<file path="config.mk">
export PLATFORM = sky130hd
export DESIGN_NAME = adc_acq_ctrl
export DESIGN_NICKNAME = d
export VERILOG_FILES = /design/src/rtl/adc_acq_pkg.sv /design/src/rtl/adc_acq_accum.sv /design/src/rtl/adc_acq_ctrl.sv
export SDC_FILE = /design/constraint.sdc
export NUM_CORES = 1
export LEC_CHECK = 0
export ABC_AREA = 1
export BUFFER_PORTS_ARGS = -buffer_cell sky130_fd_sc_hd__buf_2
export CORE_MARGIN = 5
export CORE_UTILIZATION = 55
export CTS_CLUSTER_DIAMETER = 30
export DETAILED_ROUTE_END_ITERATION = 6
export GPL_ROUTABILITY_DRIVEN = 0
export PLACE_DENSITY_LB_ADDON = 0.2
export SLEW_MARGIN = 15
export SYNTH_ARGS = -nofsm -noshare
export SYNTH_HDL_FRONTEND = slang
export SYNTH_SLANG_ARGS = --single-unit
</file>
<file path="constraint.sdc">
create_clock -name clk -period 4.1 [get_ports clk]
set_input_delay 0.41 -clock clk [delete_from_list [all_inputs] [get_ports clk]]
set_output_delay 0.41 -clock clk [all_outputs]
set_load 0.005 [all_outputs]
</file>
<file path="src/rtl/adc_acq_pkg.sv">
// rtl/adc_acq_pkg.sv - shared types and limits for the ADC acquisition scheduler
package adc_acq_pkg;

    typedef enum logic [1:0] {
        IDLE = 2'd0,
        RUN  = 2'd1,
        HOLD = 2'd2
    } acq_state_e;

    localparam int ADC_DW       = 12;
    localparam int AVG_LOG2_MAX = 4;

endpackage

</file>
<file path="src/rtl/adc_acq_accum.sv">
// rtl/adc_acq_accum.sv - per-channel burst accumulator with shifted average output
// ADC_ACQ_MINMAX_EN adds running min/max of the burst.
module adc_acq_accum
    import adc_acq_pkg::*;
#(
    parameter int DW       = ADC_DW,
    parameter int AVG_LOG2 = 2
) (
    input  logic          clk,
    input  logic          rst_ni,
    input  logic          clear,
    input  logic          add,
    input  logic [DW-1:0] data,
    output logic [DW-1:0] avg
`ifdef ADC_ACQ_MINMAX_EN
    ,
    output logic [DW-1:0] burst_min,
    output logic [DW-1:0] burst_max
`endif
);

    localparam int AW = DW + AVG_LOG2;

    logic [AW-1:0] acc_q;
    logic [AW-1:0] sum;

    // The average includes the sample arriving this cycle so the result is ready on the final strobe.
    assign sum = acc_q + AW'(data);
    assign avg = DW'(sum >> AVG_LOG2);

    always_ff @(posedge clk) begin
        if (!rst_ni || clear) begin
            acc_q <= '0;
        end else if (add) begin
            acc_q <= sum;
        end
    end

`ifdef ADC_ACQ_MINMAX_EN
    logic [DW-1:0] min_q;
    logic [DW-1:0] max_q;

    assign burst_min = (data < min_q) ? data : min_q;
    assign burst_max = (data > max_q) ? data : max_q;

    always_ff @(posedge clk) begin
        if (!rst_ni || clear) begin
            min_q <= '1;
            max_q <= '0;
        end else if (add) begin
            min_q <= burst_min;
            max_q <= burst_max;
        end
    end
`endif

endmodule

</file>
<file path="src/rtl/adc_acq_ctrl.sv">
// rtl/adc_acq_ctrl.sv - dual-channel ADC burst acquisition, averaging and result handshake
// Define ADC_ACQ_MINMAX_EN to add per-channel burst min/max outputs.
module adc_acq_ctrl
    import adc_acq_pkg::*;
#(
    parameter int DW          = ADC_DW,
    parameter int AVG_LOG2    = 2,
    parameter int TIMEOUT_CYC = 1024
) (
    input  logic          clk,
    input  logic          rst_ni,
    input  logic          start_i,
    input  logic          cont_i,
    input  logic          abort_i,
    output logic          adc_en_o,
    input  logic          adc_update_i,
    input  logic [DW-1:0] adc_data0_i,
    input  logic [DW-1:0] adc_data1_i,
    output logic          res_valid_o,
    input  logic          res_ready_i,
    output logic [DW-1:0] res0_o,
    output logic [DW-1:0] res1_o,
    output logic          busy_o,
    output logic          timeout_o,
    output logic          overrun_o
`ifdef ADC_ACQ_MINMAX_EN
    ,
    output logic [DW-1:0] min0_o,
    output logic [DW-1:0] max0_o,
    output logic [DW-1:0] min1_o,
    output logic [DW-1:0] max1_o
`endif
);

    localparam int CW = AVG_LOG2 + 1;
    localparam int WW = $clog2(TIMEOUT_CYC);
    localparam logic [CW-1:0] CNT_LAST = CW'((1 << AVG_LOG2) - 1);
    localparam logic [WW-1:0] WD_LAST  = WW'(TIMEOUT_CYC - 1);

    acq_state_e    state;
    logic          cont_q;
    logic [CW-1:0] cnt;
    logic [WW-1:0] wd;

    logic          start_ok;
    logic          run_upd;
    logic          burst_done;
    logic          wd_expire;
    logic          acc_clear;
    logic [DW-1:0] avg0;
    logic [DW-1:0] avg1;

    assign start_ok   = (state == IDLE) && start_i;
    assign run_upd    = (state == RUN) && adc_update_i;
    assign burst_done = run_upd && (cnt == CNT_LAST);
    assign wd_expire  = (state == RUN) && !adc_update_i && (wd == WD_LAST);
    assign acc_clear  = abort_i || start_ok || burst_done || wd_expire;

    assign adc_en_o = (state == RUN);
    assign busy_o   = (state != IDLE);

`ifdef ADC_ACQ_MINMAX_EN
    logic [DW-1:0] bmin0, bmax0, bmin1, bmax1;
`endif

    adc_acq_accum #(.DW(DW), .AVG_LOG2(AVG_LOG2)) u_accum0 (
        .clk       (clk),
        .rst_ni    (rst_ni),
        .clear     (acc_clear),
        .add       (run_upd),
        .data      (adc_data0_i),
        .avg       (avg0)
`ifdef ADC_ACQ_MINMAX_EN
        ,
        .burst_min (bmin0),
        .burst_max (bmax0)
`endif
    );

    adc_acq_accum #(.DW(DW), .AVG_LOG2(AVG_LOG2)) u_accum1 (
        .clk       (clk),
        .rst_ni    (rst_ni),
        .clear     (acc_clear),
        .add       (run_upd),
        .data      (adc_data1_i),
        .avg       (avg1)
`ifdef ADC_ACQ_MINMAX_EN
        ,
        .burst_min (bmin1),
        .burst_max (bmax1)
`endif
    );

    always_ff @(posedge clk) begin
        if (!rst_ni) begin
            state       <= IDLE;
            cont_q      <= 1'b0;
            cnt         <= '0;
            wd          <= '0;
            res_valid_o <= 1'b0;
            res0_o      <= '0;
            res1_o      <= '0;
            timeout_o   <= 1'b0;
            overrun_o   <= 1'b0;
`ifdef ADC_ACQ_MINMAX_EN
            min0_o      <= '0;
            max0_o      <= '0;
            min1_o      <= '0;
            max1_o      <= '0;
`endif
        end else if (abort_i) begin
            state       <= IDLE;
            cnt         <= '0;
            wd          <= '0;
            res_valid_o <= 1'b0;
        end else begin
            // Handshake drops valid unless a new result loads later in this block.
            if (res_valid_o && res_ready_i) begin
                res_valid_o <= 1'b0;
            end
            case (state)
                IDLE: begin
                    if (start_i) begin
                        state     <= RUN;
                        cont_q    <= cont_i;
                        cnt       <= '0;
                        wd        <= '0;
                        timeout_o <= 1'b0;
                        overrun_o <= 1'b0;
                    end
                end
                RUN: begin
                    if (wd_expire) begin
                        state     <= IDLE;
                        timeout_o <= 1'b1;
                        cnt       <= '0;
                        wd        <= '0;
                    end else if (adc_update_i) begin
                        wd <= '0;
                        if (burst_done) begin
                            cnt <= '0;
                            if (!res_valid_o || res_ready_i) begin
                                res_valid_o <= 1'b1;
                                res0_o      <= avg0;
                                res1_o      <= avg1;
`ifdef ADC_ACQ_MINMAX_EN
                                min0_o      <= bmin0;
                                max0_o      <= bmax0;
                                min1_o      <= bmin1;
                                max1_o      <= bmax1;
`endif
                            end else begin
                                overrun_o <= 1'b1;
                            end
                            if (!cont_q) begin
                                state <= HOLD;
                            end
                        end else begin
                            cnt <= cnt + 1'b1;
                        end
                    end else begin
                        wd <= wd + 1'b1;
                    end
                end
                HOLD: begin
                    if (res_valid_o && res_ready_i) begin
                        state <= IDLE;
                    end
                end
                default: state <= IDLE;
            endcase
        end
    end

endmodule

</file>
==> metrics.md <==
| Metric | Value |
|---|---|
| Leading area contributor after synthesis | `dfxtp_1` |
| Vias | `4443` |
| Min cycle time layout | `2.249 ns` |
| Count leader, synth | `nand2_1` |
| Pre-CTS setup slack | `1.796 ns` |
| Detail Placement HPWL | `7.970 mm` |
| Die span in y | `101.0 µm` |
| Root buf cell | `clkbuf_8` |
| Final instance area | `5137 µm²` |
| Worst-Skew Late Latency | `0.34 ns` |
| # setup viols final | `0` |
| Synth area leaders | `dfxtp_1, nand2_1, inv_1, nor2_1, ha_1` |
| Congestion Overflow GR | `0` |
| CP max stage delay | `0.54 ns` |
| Kind of critical path | `flip-flop to flip-flop` |
| I/O Pins | `60` |
| Slew Viols, Final | `0` |
| Post-Layout Cell Count | `895` |
| Crit path max-delay family | `simple AND/OR/NAND/NOR gates` |
| Synth Cell Area | `4551 µm²` |
| Power density cells | `289.0 nW/µm²` |
| FF+latch count, synth | `71` |
| Antenna fix cells | `0` |
| Startpoint Class | `flip-flop` |
| EDFF count, synth | `0` |
| Worst Hold Class | `input port to flip-flop` |
| Worst Path Max Fanout | `41` |
| Final hold vios | `0` |
| Crit-path cells | `inv_2 > nand2_2 > nor2_4 > nand2_2 > nor3_4 > buf_4 > inv_2 > o21ai_1 > inv_1` |
| Largest net degree at the start of global routing | `42` |
| Final Skew | `0.008761 ns` |
| Status | `finished clean` |
| Drt drc | `0` |
| CTS Buf Count | `9` |
| Overall die width | `101.0 µm` |
| Initial antenna violation count | `0` |
| Drt via density | `4.964` |
| Share of cells above drive strength 1 | `0.1304` |
| # resized after CTS | `0` |
| Slowest cell on the critical path | `nor2_4` |
| Clock slew at reported path FFs | `0.08 ns` |
| Unrepaired setup endpoints after global routing | `false` |
| Port bufs | `59` |
| Num Clock Sinks | `71` |
| WL final | `10.54 mm` |
| CTS tree | `done` |
| Register area share after synthesis | `0.3123` |
| Synth top area share | `0.3123` |
| Initial Util | `0.5595` |
| Ys async rst share | `0` |
| Util after Layout | `0.6316` |
| Hold buffers post-CTS | `0` |
| Clock tree buffer depth | `2` |
| All-Layer GR Usage | `0.2188` |
| Slew @ Worst Pin | `0.6851 ns` |
| Max cap viols | `0` |
| Area delta synth->final | `12.90%` |
| Distinct cell type count after synthesis | `33` |
| Full die area | `10190 µm²` |
| Drt first pass iters | `5` |
| Synth Flop Type | `dfxtp_1` |
| LEAKAGE | `2.798 nW` |
| Total negative slack | `0 ns` |
| Htree depth | `3` |
| Most common library cells after synthesis | `nand2_1, inv_1, nor2_1, dfxtp_1, nand3_1` |
| Slew headroom | `0.5422` |
| Floorplan core area | `8134 µm²` |
| Placed cell count | `879` |
| CP endpoint kind | `flip-flop` |
| Post-Syn Instances | `725` |
| Nets | `844` |
| Placed Area | `4915 µm²` |
| Syn Area/Cell | `6.277 µm²` |
| Post-DRT Antenna Nets | `0` |
| Buf+Inv Stages, Crit Path | `4` |
| Final worst setup slack | `1.851 ns` |
| Number of global-route vias before repair | `4054` |
| First-pass GRT wire length | `18.20 mm` |
| Fmax achieved | `444.6 MHz` |
| Initial DRC count | `249` |
| Data arrival time of the critical path | `2.49 ns` |
| Warnings, synthesis | `0` |
| Synth Net Count | `784` |
| WL/cell | `11.77 µm` |
| Maximum vdd drop | `176.2 µV` |
| Setup bufs post-CTS | `0` |
| Final period util | `0.5486` |
| WP data required | `4.34 ns` |
| Core Rows | `33` |
sequential cells by signal, indices dropped and copies added (netlist names):
register        count
res0_o             12
res1_o             12
timeout_o           1
state               2
res_valid_o         1
u_accum1.acc_q     14
cnt                 3
overrun_o           1
wd                 10
cont_q              1
u_accum0.acc_q     14
cells by family after synthesis:
family	count (synthesis)	synth area share
adder cells (fa/ha/maj)	28	0.08029
AO/OA/AOI/OAI	69	0.08359
flip-flops	71	0.3123
XOR/XNOR	16	0.03080
buffers and inverters	153	0.1333
AND/OR/NAND/NOR	387	0.3574
multiplexers	1	0.002200
worst paths after layout:
path,startpoint,to,slack (ns),depth (start not counted)
max,state[1]$_SDFFE_PP0P_,res1_o[4]$_SDFFE_PN0P_,1.85,9
min,cont_i,cont_q$_SDFFE_PN0P_,0.30,3
max reg2reg,state[1]$_SDFFE_PP0P_,res1_o[4]$_SDFFE_PN0P_,1.85,9
min reg2reg,overrun_o$_SDFFE_PN0P_,overrun_o$_SDFFE_PN0P_,0.45,2
power breakdown:
part	leakage, nW	switching [mW]	internal [mW]
registers	0.572	0.00442	0.694
logic	2.12	0.101	0.0523
clock network	0.110	0.273	0.360
worst register-to-register path: stages (launching register included):
cell	delay, ns
dfxtp_1	0.37
inv_2	0.09
nand2_2	0.08
nor2_4	0.54
nand2_2	0.15
nor3_4	0.14
buf_4	0.40
inv_2	0.17
o21ai_1	0.16
inv_1	0.05
placed cells by master, fill, tap and decap left out, types with 2 or more instances in the layout:
cell type  count
nand2_1      202
inv_1        137
nor2_1        99
dfxtp_1       71
nand3_1       59
buf_2         59
a21oi_1       41
ha_1          26
xor2_1        13
o21ai_1       11
clkbuf_8      10
nand4_1        9
o21ai_0        7
a21oi_2        7
or2_2          6
inv_2          4
nor2_4         3
xnor2_1        3
nand2_2        2
and2_1         2
fa_1           2
bufinv_16      2
buf_4          2
metrics by stage:
step / power, mW / hold WS, ns
after floorplan: 0.8203 / 0.4370
after global placement: 0.8629 / 0.4434
after detailed placement: 0.8662 / 0.4375
after CTS: 1.498 / 0.2934
after global routing: 1.552 / 0.3196
final: 1.485 / 0.3042
layer usage:
| metal | track usage | vias up | part of all wire |
|---|---|---|---|
| met5 | 0 | - | 0 |
| met4 | 0.07873 | 0 | 0.017 |
| met3 | 0.02976 | 20 | 0.043 |
| met2 | 0.3787 | 89 | 0.48 |
| met1 | 0.2773 | 1984 | 0.46 |
| li1 | - | 2350 | - |
final cells by class:
type	count	area (µm²)
clock buffers	11	141.4
clock inverters	5	81.33
fillers	767	2997
inverters	141	529.3
multi-input cells	501	2522
flip-flops and latches	71	1421
well taps	105	131.4
repair buffers	61	310.3
Note: power is estimated with default switching activity, not from simulation.
